<file path="src/rtl/cos_seq_ctrl_if.sv">
// Handshake and coefficient-ROM bundle for cos_seq_ctrl.
// The slave modport is the controller view: it receives start/x and ROM
// read data, and drives ready/done/result and the ROM address. The master
// modport is the environment view, which requests computations and serves
// the ROM.
interface cos_seq_ctrl_if;
  logic       start;
  logic [7:0] x;
  logic [3:0] rom_addr;
  logic [7:0] rom_data;
  logic       ready;
  logic       done;
  logic [7:0] result;

  modport master (
    output start,
    output x,
    output rom_data,
    input  rom_addr,
    input  ready,
    input  done,
    input  result
  );

  modport slave (
    input  start,
    input  x,
    input  rom_data,
    output rom_addr,
    output ready,
    output done,
    output result
  );
endinterface

</file>
<file path="src/rtl/cos_seq_ctrl.sv">
// Sequential Taylor-series cosine in unsigned Q0.8.
// Each series term is built from the previous one as
// term * x^2 * (1/(2k-1)) * (1/(2k)). The reciprocals are read from an
// external registered ROM. Terms are alternately subtracted from and added
// to a signed accumulator that starts at 255. The accumulator is clamped to
// 0..255 when the result is published.
module cos_seq_ctrl #(
  parameter int unsigned N_TERMS = 4
) (
  input logic         clk,
  input logic         rst,
  cos_seq_ctrl_if.slave bus
);

  typedef enum logic [3:0] {
    IDLE,
    SQR,
    MUL_X,
    FETCH_A,
    MUL_A,
    FETCH_B,
    MUL_B,
    ACCUM,
    DONE
  } state_t;

  state_t state, state_nxt;

  logic [7:0]        x_q;
  logic [7:0]        x2;
  logic [7:0]        term;
  logic [3:0]        k;
  logic signed [9:0] acc;
  logic signed [9:0] acc_upd;
  logic [7:0]        acc_clamped;
  logic [3:0]        rom_addr_q;
  logic [7:0]        result_q;
  logic [7:0]        mul_a;
  logic [7:0]        mul_b;
  logic [15:0]       prod;
  logic [3:0]        k_x2;
  logic              last_term;

  // k is at most 7 whenever an address is formed, so 2k-1 fits in 4 bits.
  assign k_x2      = {k[2:0], 1'b0};
  assign last_term = (k >= 4'(N_TERMS - 1));

  // Present state as handshake outputs.
  assign bus.ready    = (state == IDLE);
  assign bus.done     = (state == DONE);
  assign bus.rom_addr = rom_addr_q;
  assign bus.result   = result_q;

  // State register; reset overrides every transition.
  always_ff @(posedge clk) begin
    if (rst) state <= IDLE;
    else     state <= state_nxt;
  end

  // Next-state logic.
  always_comb begin
    state_nxt = state;
    unique case (state)
      IDLE:    if (bus.start) state_nxt = SQR;
      SQR:     state_nxt = (N_TERMS > 1) ? MUL_X : DONE;
      MUL_X:   state_nxt = FETCH_A;
      FETCH_A: state_nxt = MUL_A;
      MUL_A:   state_nxt = FETCH_B;
      FETCH_B: state_nxt = MUL_B;
      MUL_B:   state_nxt = ACCUM;
      ACCUM:   state_nxt = last_term ? DONE : MUL_X;
      DONE:    state_nxt = IDLE;
      default: state_nxt = IDLE;
    endcase
  end

  // A single 8x8 multiplier is shared by the squaring and the three term
  // scalings. Only the top byte of the product is kept, which truncates.
  always_comb begin
    mul_a = term;
    mul_b = bus.rom_data;
    if (state == SQR) begin
      mul_a = x_q;
      mul_b = x_q;
    end else if (state == MUL_X) begin
      mul_b = x2;
    end
    prod = {8'h00, mul_a} * {8'h00, mul_b};
  end

  // Accumulator update for the current term, and the clamped view of it.
  // The clamped view covers both the SQR->DONE path and the ACCUM->DONE path.
  always_comb begin
    acc_upd = acc;
    if (state == ACCUM) begin
      if (k[0]) acc_upd = acc - $signed({2'b00, term});
      else      acc_upd = acc + $signed({2'b00, term});
    end
    if (acc_upd < 10'sd0)        acc_clamped = '0;
    else if (acc_upd > 10'sd255) acc_clamped = '1;
    else                         acc_clamped = acc_upd[7:0];
  end

  // Datapath registers, sequenced by the controller state.
  // The result is loaded on the edge that enters DONE, so it is already
  // valid during the cycle in which done is high.
  always_ff @(posedge clk) begin
    if (rst) begin
      x_q        <= '0;
      x2         <= '0;
      term       <= '0;
      k          <= '0;
      acc        <= '0;
      rom_addr_q <= '0;
      result_q   <= '0;
    end else begin
      unique case (state)
        IDLE: begin
          if (bus.start) begin
            x_q  <= bus.x;
            term <= 8'hFF;
            acc  <= 10'sd255;
            k    <= 4'd1;
          end
        end
        SQR: begin
          x2 <= prod[15:8];
        end
        MUL_X: begin
          term       <= prod[15:8];
          rom_addr_q <= k_x2 - 4'd2;
        end
        MUL_A: begin
          term       <= prod[15:8];
          rom_addr_q <= k_x2 - 4'd1;
        end
        MUL_B: begin
          term <= prod[15:8];
        end
        ACCUM: begin
          acc <= acc_upd;
          k   <= k + 4'd1;
        end
        default: ;
      endcase
      if (state != DONE && state_nxt == DONE) result_q <= acc_clamped;
    end
  end

endmodule

</file>
<file path="src/flat_wrapper.sv">
// flat-port wrapper written by rule: the top's interface ports become plain ports
module cos_seq_ctrl_flat 
#(
  parameter int unsigned N_TERMS = 4
)
  (clk, rst, bus_start, bus_x, bus_rom_data, bus_rom_addr, bus_ready, bus_done, bus_result);
  cos_seq_ctrl_if bus_i ();
  input logic clk;
  input logic rst;
  input wire logic [$bits(bus_i.start)-1:0] bus_start;
  input wire logic [$bits(bus_i.x)-1:0] bus_x;
  input wire logic [$bits(bus_i.rom_data)-1:0] bus_rom_data;
  output wire logic [$bits(bus_i.rom_addr)-1:0] bus_rom_addr;
  output wire logic [$bits(bus_i.ready)-1:0] bus_ready;
  output wire logic [$bits(bus_i.done)-1:0] bus_done;
  output wire logic [$bits(bus_i.result)-1:0] bus_result;
  assign bus_i.start = bus_start;
  assign bus_i.x = bus_x;
  assign bus_i.rom_data = bus_rom_data;
  assign bus_rom_addr = bus_i.rom_addr;
  assign bus_ready = bus_i.ready;
  assign bus_done = bus_i.done;
  assign bus_result = bus_i.result;
  cos_seq_ctrl #(.N_TERMS(N_TERMS)) u_core (.clk(clk), .rst(rst), .bus(bus_i));
endmodule
</file>
<file path="config.mk">
export PLATFORM = sky130hd
export DESIGN_NAME = cos_seq_ctrl_flat
export DESIGN_NICKNAME = d
export VERILOG_FILES = /design/src/rtl/cos_seq_ctrl_if.sv /design/src/rtl/cos_seq_ctrl.sv /design/src/flat_wrapper.sv
export SDC_FILE = /design/constraint.sdc
export NUM_CORES = 1
export LEC_CHECK = 0
export ABC_AREA = 1
export CAP_MARGIN = 40
export CORE_ASPECT_RATIO = 1.2
export CORE_MARGIN = 1
export CORE_UTILIZATION = 39
export CTS_CLUSTER_DIAMETER = 120
export DETAILED_ROUTE_END_ITERATION = 10
export GPL_TIMING_DRIVEN = 0
export SLEW_MARGIN = 5
export SYNTH_ARGS = -nofsm -noshare
export SYNTH_HDL_FRONTEND = slang
export SYNTH_SLANG_ARGS = --single-unit
</file>
<file path="constraint.sdc">
create_clock -name clk -period 6.75 [get_ports clk]
set_clock_uncertainty 0.2 [all_clocks]
set_input_delay 1.35 -clock clk [delete_from_list [all_inputs] [get_ports clk]]
set_output_delay 1.35 -clock clk [all_outputs]
set_load 0.01 [all_outputs]
</file>
* Yosys cells after proc, flatten, opt, wreduce, memory -nomap -nowiden
Cells that the tools add are included. W data, S select, Z words.
Storage, ports and cells: flip-flop bits (word level) 54, output and inout bits 14
Cells by class: add/subtract/negate cells 5, $mul 1, $lt $le $gt $ge 3, eq/ne operators 11, mux-type cells 17, reduce and logical (&&, ||, !) cells 9
Operator list (count):
- $mux W8 | 6
- $pmux W4 S8 | 1
- $mux W10 | 3
- $pmux W10 S2 | 1
- $eq A4 B3 Y1 const B | 4
- $mul A8 B8 Y16 | 1
- $pmux W4 S2 | 2
- $pmux W8 S2 | 1
- $mux W4 | 3
- $add A10 B9 Y10 | 1
- $gt A10 B9 Y1 const B | 1
- $lt A10 B1 Y1 const B | 1
- $sub A10 B9 Y10 | 1
- $eq A4 B2 Y1 const B | 2
- $eq A4 B4 Y1 const B | 2
- $reduce_and A2 Y1 | 3
- $reduce_bool A2 Y1 | 3
- $add A4 B1 Y4 const B | 1
- $eq A4 B1 Y1 const B | 1
- $ge A4 B2 Y1 const B | 1
- $logic_not A4 Y1 | 1
- $ne A4 B4 Y1 const B | 1
- $sub A4 B1 Y4 const B | 1
- $sub A4 B2 Y4 const B | 1
- 3 further kinds | 3

* Logic depth before layout (Yosys ltp)
word-level depth 6, depth in mapped cells 28

* Least setup slack after synthesis
Ideal clock, no wire load.
path kind in2reg, start point input port bus_rom_data[7], end point register u_core.x2[7], library setup time 0.109 ns, data arrival time 5.079 ns, data required time 6.441 ns, setup slack 1.362 ns, stages on the path 23, path buffers 0, path through nand2_1 -> o211ai_1 -> nand2_1 -> inv_1 -> nand3_1 -> fa_1 -> inv_1 -> fa_1 -> fa_1 -> inv_1 -> fa_1 -> inv_1 -> ha_1 -> a21oi_1 -> inv_1 -> a31oi_1 -> nor2_1 -> nor3_1 -> nand2_1 -> nand2_1 -> nand3_1 -> nand2_1 -> inv_1
Between the ends: longest elaborated chain between the ends 3
RTL lines:
- start, declared | RTL line flat_wrapper.sv:12 | input wire logic [$bits(bus_i.rom_data)-1:0] bus_rom_data;
- $mux W8 | RTL line cos_seq_ctrl.sv:85 | end else if (state == MUL_X) begin
- $mux W8 | RTL line cos_seq_ctrl.sv:82 | if (state == SQR) begin
- $mul A8 B8 Y16 | RTL line cos_seq_ctrl.sv:88 | prod = {8'h00, mul_a} * {8'h00, mul_b};
- end signal, assigned | RTL line cos_seq_ctrl.sv:127 | x2 <= prod[15:8];
- end, declared | RTL line cos_seq_ctrl.sv:30 | logic [7:0] x2;
Every way passes these cells. A chain may end at the register's enable or synchronous reset.

* Final worst setup path
start point input port bus_rom_data[5], end point register u_core.x2[7]
The elaborated chain is that of the path after synthesis.

==> metrics.csv <==
metric;value;unit
final_layout_size_suffix_gt1_share;6.606;%
grt_pass1_wl;21980;um
synthCells;733;
die-height;127.9;um
worstPathRequired;6.74;ns
fmax;161.6;MHz
cp_slowest_cell;fa_1;
crit_buf_inv;6;
fp.dieArea;0.01368;mm2
grt_antenna_before_repair;0;
grt_pass1_vias;4700;
fin_crit_sh;91.70;%
met2WireLength;6897;um
tightest_slew;0.6804;ns
wl_met3;309;um
nets;871;
first_iter_violations;195;
hold_viol_final;0;
cts-root-buf;clkbuf_16;
netlist-cell-type-count;38;
n_fill_cell;1300;
grt_start_max_net_pins;17;
yosys-top-cells-area;dfxtp_1, fa_1, ha_1;
syn_area_per_cell;7.033;um2
crit_path_end_kind;flip-flop;
start_util;40.33;%
setup_viol;0;
cts_max_path_buffers;2;
ys_seq_area_share;20.97;%
cts.repair.resized;0;
avgViaCountPerCell;5.028;
wl_met1;5985;um
slew_headroom;54.34;%
area_delta_synth_final;12.94;%
timing.final.crit_period;6.190;ns
cts_setup_buffers;0;
cts_buffers;5;
cp_slowest_stage_delay;0.55;ns
antenna_left;0;
yosys_warnings;0;
worstPathArrival;6.18;ns
cts_num_sinks;54;
grt_overflow;0;
synth_fp_nets;833;
crit_type;in2reg;
setup_tns;0;ns
path_clk_slew;0.06;ns
drt_wl_total;13370;um
hold_class;reg2reg;
core;0.01278;mm2
maxCapViolCount;0;
htreeDepth;2;
path_cells;clkdlybuf4s50_1 -> nand2_1 -> o211ai_1 -> nand2_1 -> or2_1 -> fa_1 -> inv_1 -> fa_1 -> fa_1 -> inv_1 -> fa_1 -> inv_1 -> ha_1 -> a21oi_1 -> inv_1 -> a31oi_1 -> nor2_1 -> nor3_1 -> nand2_1 -> nand2_1 -> nand3_1 -> nand2_1 -> inv_1;
wire_per_inst;14.29;um
yosysTopAreaCellShare;20.97;%
cp_max_fo;7;
top_layer;met4;
gp_congestion;0.8496;
crit_family;adder cells;
status;completed;
ios;33;
rsz0062_at_grt;no;
drcViolationCount;0;
tritoncts;done;
fp-row-count;45;
cts_hold_repair.buffers;0;
syn_area;0.005155;mm2
track_usage;20.33;%
n_antenna_cell;0;
die_width;107.0;um
crit_path_start_kind;primary input;
vias;4706;
insertion_delay;0.29;ns
yosys.area.top_type;dfxtp_1;
synth_seq_cells;54;
port_buffers;31;
drv_slew;0;
firstDrtPassIters;5;
dp_hpwl;11150;um
-- through the flow --
step | worst slack [ns] | instance area, um2 | util, % | instances | hold slack, ns
global route | 0.1905 | 5822 | 45.55 | 936 | 0.2699
CTS | 0.6045 | 5822 | 45.55 | 936 | 0.2617
floorplan | 1.362 | 5155 | - | 733 | 0.2297
global placement | 0.3068 | 5670 | 44.37 | 928 | 0.2487
finish | 0.5602 | 5822 | 45.55 | 936 | 0.2640
detailed placement | 0.3090 | 5670 | 44.37 | 928 | 0.2517
-- registers in the layout (all words and copies together), names as in the netlist --
name / cells
u_core.acc: 10
u_core.bus.result: 8
u_core.bus.rom_addr: 4
u_core.k: 4
u_core.state: 4
u_core.term: 8
u_core.x2: 8
u_core.x_q: 8
-- final timing paths --
check,start,end,slack [ns],cells past startpoint
setup / recovery,bus_rom_data[5],u_core.x2[7]$_SDFFE_PP0N_,0.56,23
hold / removal,u_core.x_q[2]$_SDFFE_PP0P_,u_core.x_q[2]$_SDFFE_PP0P_,0.26,2
setup reg to reg,u_core.state[1]$_SDFF_PP0_,u_core.x2[7]$_SDFFE_PP0N_,0.93,25
hold reg to reg,u_core.x_q[2]$_SDFFE_PP0P_,u_core.x_q[2]$_SDFFE_PP0P_,0.26,2
-- worst register-to-register path, delay by kind of cell (launching register included) --
kind | cells | cell delay, ns
AO/OA/AOI/OAI | 3 | 0.69
adder cells (fa/ha/maj) | 5 | 2.26
buffers and inverters | 7 | 0.63
flip-flops | 1 | 0.45
AND/OR/NAND/NOR | 10 | 1.51
-- cells by family after synthesis --
kind of cell    after synthesis  synth area share (%)
compound gates              125                 13.37
xor+xnor                     14                 2.379
fa+ha+maj                    81                 24.90
buf+inv                     157                 11.58
flops                        54                 20.97
simple gates                302                 26.80
-- per-layer routing --
metal / global-route usage [%] / up-vias
li1: - / 2406
met1: 24.06 / 2223
met2: 38.67 / 58
met3: 2.644 / 19
met4: 4.190 / 0
met5: 0 / -
-- cells in the mapped netlist --
| cell | instances |
|---|---|
| o21ai_0 | 37 |
| a22oi_1 | 1 |
| nand3b_1 | 2 |
| nand2_1 | 120 |
| and2_1 | 1 |
| a21oi_1 | 55 |
| o211ai_1 | 10 |
| xor2_1 | 9 |
| inv_1 | 131 |
| nor3_1 | 16 |
| dfxtp_1 | 54 |
| nor2_4 | 3 |
| nand2_4 | 7 |
| buf_2 | 4 |
| nor2_2 | 3 |
| inv_4 | 1 |
| nor2_8 | 1 |
| nor3_2 | 2 |
| nand4_1 | 4 |
| fa_1 | 36 |
| nand2_2 | 6 |
| xnor2_1 | 5 |
| a21o_1 | 1 |
| a31oi_1 | 5 |
| clkbuf_1 | 10 |
| or2_1 | 2 |
| a221oi_1 | 1 |
| o21a_1 | 1 |
| inv_2 | 11 |
| and3_1 | 1 |
| o21bai_1 | 6 |
| nand3_1 | 45 |
| o21bai_2 | 1 |
| o21ai_1 | 7 |
| or2_2 | 2 |
| nand3_2 | 2 |
| nor2_1 | 85 |
| ha_1 | 45 |
-- final cells by class --
| type | count | area (um2) | share of cell area [%] |
|---|---|---|---|
| Tap cell | 164 | 205.2 | 3.525 |
| Clock inverter | 2 | 12.51 | 0.2149 |
| Inverter | 143 | 539.3 | 9.263 |
| Buffer | 14 | 57.56 | 0.9886 |
| Multi-Input combinational cell | 522 | 3477 | 59.72 |
| Sequential cell | 54 | 1081 | 18.57 |
| Clock buffer | 6 | 138.9 | 2.386 |
| Timing Repair Buffer | 31 | 310.3 | 5.330 |
-- placed cells by master, fill, tap and decap left out, types with 3 or more instances in the layout --
cell type,synthesis,routed
a21oi_1,55,55
a31oi_1,5,5
buf_2,4,4
clkbuf_1,10,10
clkbuf_16,0,5
clkdlybuf4s50_1,0,31
dfxtp_1,54,54
fa_1,36,36
ha_1,45,45
inv_1,131,131
inv_2,11,11
nand2_1,120,120
nand2_2,6,6
nand2_4,7,7
nand3_1,45,45
nand4_1,4,4
nor2_1,85,85
nor2_2,3,3
nor2_4,3,3
nor3_1,16,16
o211ai_1,10,10
o21ai_0,37,37
o21ai_1,7,7
o21bai_1,6,6
xnor2_1,5,5
xor2_1,9,9
Power is not shown: default switching activity piles up to over one toggle a cycle in this logic, so the estimate is an artifact.
